<file path="src/rtl/controlador_boot.sv">
// Boot source controller: hands instruction fetch between BIOS ROM and main memory,
// issuing a fixed-width CPU reset pulse and a NOP stream while the switch is in progress.
module controlador_boot #(
  parameter int          WIDTH      = 32,
  parameter logic [5:0]  HANDOFF_OP = 6'b011000,
  parameter logic [5:0]  RETURN_OP  = 6'b011001,
  parameter int          RST_CYCLES = 4
) (
  input  logic             clk,
  input  logic             rst_n,
  input  logic [WIDTH-1:0] bios,
  input  logic             bios_valid,
  input  logic [WIDTH-1:0] mem,
  input  logic             mem_valid,
  input  logic             ret_en,
  output logic [WIDTH-1:0] out,
  output logic             cpu_reset,
  output logic             sel,
  output logic             busy,
  output logic [7:0]       switch_cnt
);

  typedef enum logic [1:0] {
    ST_BIOS   = 2'd0,
    ST_SWITCH = 2'd1,
    ST_MEM    = 2'd2
  } state_t;

  localparam logic [7:0] RST_LOAD = 8'(RST_CYCLES - 1);

  state_t     state_q, state_d;
  logic       target_q, target_d;   // 1 = MEMORY once the pulse completes
  logic [7:0] cnt_q, cnt_d;
  logic       cpu_reset_q, cpu_reset_d;
  logic [7:0] switch_cnt_q, switch_cnt_d;
  logic       start;

  logic [5:0] bios_op;
  logic [5:0] mem_op;
  assign bios_op = bios[WIDTH-1 -: 6];
  assign mem_op  = mem[WIDTH-1 -: 6];

  always_ff @(posedge clk or negedge rst_n) begin
    if (!rst_n) begin
      state_q      <= ST_BIOS;
      target_q     <= 1'b0;
      cnt_q        <= 8'd0;
      cpu_reset_q  <= 1'b0;
      switch_cnt_q <= 8'd0;
    end else begin
      state_q      <= state_d;
      target_q     <= target_d;
      cnt_q        <= cnt_d;
      cpu_reset_q  <= cpu_reset_d;
      switch_cnt_q <= switch_cnt_d;
    end
  end

  always_comb begin
    state_d      = state_q;
    target_d     = target_q;
    cnt_d        = cnt_q;
    cpu_reset_d  = cpu_reset_q;
    switch_cnt_d = switch_cnt_q;
    start        = 1'b0;
    case (state_q)
      ST_BIOS: begin
        if (bios_valid && (bios_op == HANDOFF_OP)) begin
          start    = 1'b1;
          target_d = 1'b1;
        end
      end
      ST_MEM: begin
        if (mem_valid && ret_en && (mem_op == RETURN_OP)) begin
          start    = 1'b1;
          target_d = 1'b0;
        end
      end
      ST_SWITCH: begin
        // Triggers are deliberately not looked at here: the pulse cannot be extended.
        if (cnt_q != 8'd0) begin
          cnt_d = cnt_q - 8'd1;
        end else begin
          state_d     = target_q ? ST_MEM : ST_BIOS;
          cpu_reset_d = 1'b0;
        end
      end
      default: begin
        state_d     = ST_BIOS;
        cpu_reset_d = 1'b0;
      end
    endcase
    if (start) begin
      state_d     = ST_SWITCH;
      cpu_reset_d = 1'b1;
      cnt_d       = RST_LOAD;
      if (switch_cnt_q != 8'hFF) begin
        switch_cnt_d = switch_cnt_q + 8'd1;
      end
    end
  end

  always_comb begin
    out  = bios;
    sel  = 1'b0;
    busy = 1'b0;
    case (state_q)
      ST_MEM: begin
        out = mem;
        sel = 1'b1;
      end
      ST_SWITCH: begin
        out  = '0;
        busy = 1'b1;
      end
      default: begin
        out = bios;
      end
    endcase
  end

  assign cpu_reset  = cpu_reset_q;
  assign switch_cnt = switch_cnt_q;

endmodule

</file>
<file path="config.mk">
export PLATFORM = sky130hd
export DESIGN_NAME = controlador_boot
export DESIGN_NICKNAME = d
export VERILOG_FILES = /design/src/rtl/controlador_boot.sv
export SDC_FILE = /design/constraint.sdc
export NUM_CORES = 1
export LEC_CHECK = 0
export BUFFER_PORTS_ARGS = -buffer_cell sky130_fd_sc_hd__buf_2
export CORE_MARGIN = 8
export CORE_UTILIZATION = 41
export CTS_CLUSTER_DIAMETER = 80
export DETAILED_ROUTE_END_ITERATION = 12
export PLACE_DENSITY = 0.81
export SYNTH_ARGS = -nofsm -noshare
export SYNTH_HDL_FRONTEND = slang
export SYNTH_SLANG_ARGS = --single-unit
</file>
<file path="constraint.sdc">
create_clock -name clk -period 2.62 [get_ports clk]
set_clock_uncertainty 0.15 [all_clocks]
set_input_delay 0.131 -clock clk [delete_from_list [all_inputs] [get_ports clk]]
set_output_delay 0.131 -clock clk [all_outputs]
set_load 0.02 [all_outputs]
</file>
==> run_results.csv <==
group,metric,value,unit
outcome,outcome,"completed",
final_layout,drive_above_1_share,0.392,
global_route,grt_pass1_vias,1817,
worst_setup_path,minimum_setup_slack_among_reg_to_reg_paths,490,ps
synth,ys_seq_area_frac,0.309,
cts,clkTransAtPathRegs,70,ps
synth,mean_syn_cell_area,7.30,um2
hold_path,timing.hold.worst.class,"input port to async pin",
cts,cts.root.buffer_cell,"clkbuf_8",
worst_setup_path,worstReg2RegEnd,"switch_cnt[6]",
cts,number_of_cells_upsized_or_downsized_after_cts,0,
synth,synth_seq_cells,19,
timing,max_clock_freq,433,MHz
floorplanning,die_y,77.3,um
final_layout,final_net_count,400,
detailed_routing,post_drt_wl_per_cell,13.1,um
cts,clock_sinks,19,
timing,setup_total_negative_slack,0,ps
power,vdd_drop_max,0.221,mV
worst_setup_path,cp-startpoint,"state_q[1]",
timing,timing.final.ws_setup,308,ps
synth,synth_area_leaders,"dfrtp_1, o21ai_0, nand2_1",
power,power.density,533,mW/mm2
cts,postCtsSetupRepairBufs,0,
floorplanning,floorplan.initialDensity,0.424,
timing,hold_viol,0,
detailed_routing,num_vias,1791,
floorplanning,chip_width,77.3,um
place,placement.setup.worst_slack,497,ps
floorplanning,fp.dieArea,0.00597,mm2
synth,ys_dominant_reg_cell,"dfrtp_1",
detailed_routing,detail_route.first_pass.iterations,4,
cts,cts_max_level,1,
place,buffer_ports.inserted,111,
place,dp.final_hpwl,4.16,mm
cts,cts-buffers-inserted,3,
final_layout,multi_input_comb_area,896,um2
final_layout,regArea,475,um2
synth,synth-edff-count,0,
final_layout,diodes,0,
global_route,maximum_number_of_pins_on_one_net_before_global_route_repair,20,
detailed_routing,drt.antenna.violating_nets,0,
global_route,grt.total_usage,0.157,
worst_setup_path,worst_r2r_startpoint,"state_q[0]",
timing,worst-slew-pin-transition,445,ps
cts,cts_tree,"built",
timing,period_needed,2310,ps
synth,post_synth_inst_count,211,
timing,timing.max_slew.rel_slack,0.703,
floorplanning,std_cell_rows,22,
worst_setup_path,worst_ep_required_time,2340,ps
synth,synth.most_common_cell,"nand2_1",
run,drv.max_cap_violation_count,0,
synth,synth_common_cells,"nand2_1, inv_1, o21ai_0",
global_route,antenna_violations_before_repair,0,
synth,netlist_area,0.00154,mm2
worst_setup_path,timing.critical_path.to_type,"output pin",
global_route,grt_overflow,0,
timing,rsz0062_at_grt,"false",
detailed_routing,wl,4.86,mm
synth,synth-warning-count,0,
synth,synthDominantCellAreaShare,0.309,
synth,post_synth_num_cell_types,37,
global_route,grt_pass1_wl,7.98,mm
synth,syn-num-nets,286,
timing,timing.final.crit_share,0.882,
detailed_routing,first_iter_violations,42,
timing,timing.final.setup_violations,0,
final_layout,post_layout_nonfiller_instances,372,
synth,async_flop_share,1.00,
final_layout,nFillCells,343,
floorplanning,design.portCount,112,
worst_setup_path,critPathArrivalTime,2030,ps
power,leakage,1.22,nW
floorplanning,core-area,0.00363,mm2
worst_setup_path,timing.reg2reg.worst_path_depth,5,
worst_setup_path,setup.worst_path.class,"flop to output pin",
cts,clock_latency_on_the_worst_skew_pair,250,ps
place,dp.cells,367,
timing,timing_max_transition_violations_final,0,
worst_setup_path,critical_path.max_fanout,18,
final_layout,area_delta_synth_final,43.5,%
cts,ctsLongestPathBuffers,2,
cts,postCtsHoldBufs,1,
synth,yosysTopAreaCell,"dfrtp_1",
worst_setup_path,crit_path_start_kind,"flop",
detailed_routing,post_drt_via_cell_ratio,4.81,
detailed_routing,drc_errors,0,
place,routabilityCongestion,0.827,
## per-stage QoR
stage,util,area [um2],hold slack (ps),power [mW]
floorplan,-,1540,-315,0.774
CTS,0.608,2210,198,1.19
global placement,0.593,2160,-58.0,0.978
detailed placement,0.593,2160,-59.6,0.985
finish,0.608,2210,192,1.18
global route,0.608,2210,225,1.26
## cells by family (layout without fill, tap and decap cells)
family / count (synthesis) / count (layout) / share of synthesized area
flops: 19 / 19 / 0.309
xor+xnor: 7 / 7 / 0.0398
mux: 5 / 5 / 0.0349
fa+ha+maj: 6 / 6 / 0.0487
simple gates: 74 / 74 / 0.253
buf+inv: 45 / 158 / 0.110
compound gates: 55 / 55 / 0.205
## cells in the final DEF (no fill, tap or decap), types with 3 or more instances in the layout
master | netlist | layout
xor2_1 | 3 | 3
a21oi_1 | 7 | 7
nand2_1 | 40 | 40
nand3_1 | 6 | 6
nor2_1 | 6 | 6
inv_1 | 39 | 39
buf_4 | 0 | 3
o21ai_0 | 36 | 36
xnor2_1 | 4 | 4
dfrtp_1 | 19 | 19
buf_2 | 0 | 111
a211oi_1 | 6 | 6
mux2_2 | 3 | 3
ha_1 | 6 | 6
clkbuf_8 | 0 | 3
## power breakdown
| group | total [mW] | leakage (nW) | internal, mW | switching [mW] |
|---|---|---|---|---|
| Combinational | 0.556 | 0.962 | 0.221 | 0.335 |
| Sequential | 0.423 | 0.231 | 0.354 | 0.0692 |
| Clock | 0.199 | 0.0228 | 0.108 | 0.0906 |
| Total | 1.18 | 1.22 | 0.683 | 0.495 |
## metal layers
metal | vias up | track usage | wire length (um)
li1 | 924 | - | -
met1 | 788 | 0.161 | 1930
met2 | 71 | 0.282 | 2410
met3 | 8 | 0.0641 | 450
met4 | 0 | 0.0472 | 61
met5 | - | 0 | 0
## registers in the layout, indices dropped and copies added (netlist names)
name,flops
cnt_q,8
state_q,2
target_q,1
switch_cnt,8
## how the worst max path moves through the flow
stage	to	slack, ps	cells past startpoint
floorplan	switch_cnt[6]	390	5
global placement	switch_cnt[6]	550	5
detailed placement	switch_cnt[6]	500	5
CTS	out[0]	280	7
global route	out[0]	120	7
finish	out[0]	310	7
## area by class of cell
class	count	area share
Clock buffer	4	0.0204
Inverter	39	0.0662
Multi-Input combinational cell	147	0.405
Sequential cell	19	0.215
Tap cell	48	0.0272
Timing Repair Buffer	115	0.266
## worst max-delay path: stages (launching register included)
cell and delay [ps]:
dfrtp_1 390, inv_1 80, ha_1 560, and2_1 210, buf_4 200, nand2_1 70, o21ai_0 70, buf_2 200
No activity file was read; power rests on OpenSTA's default activity.
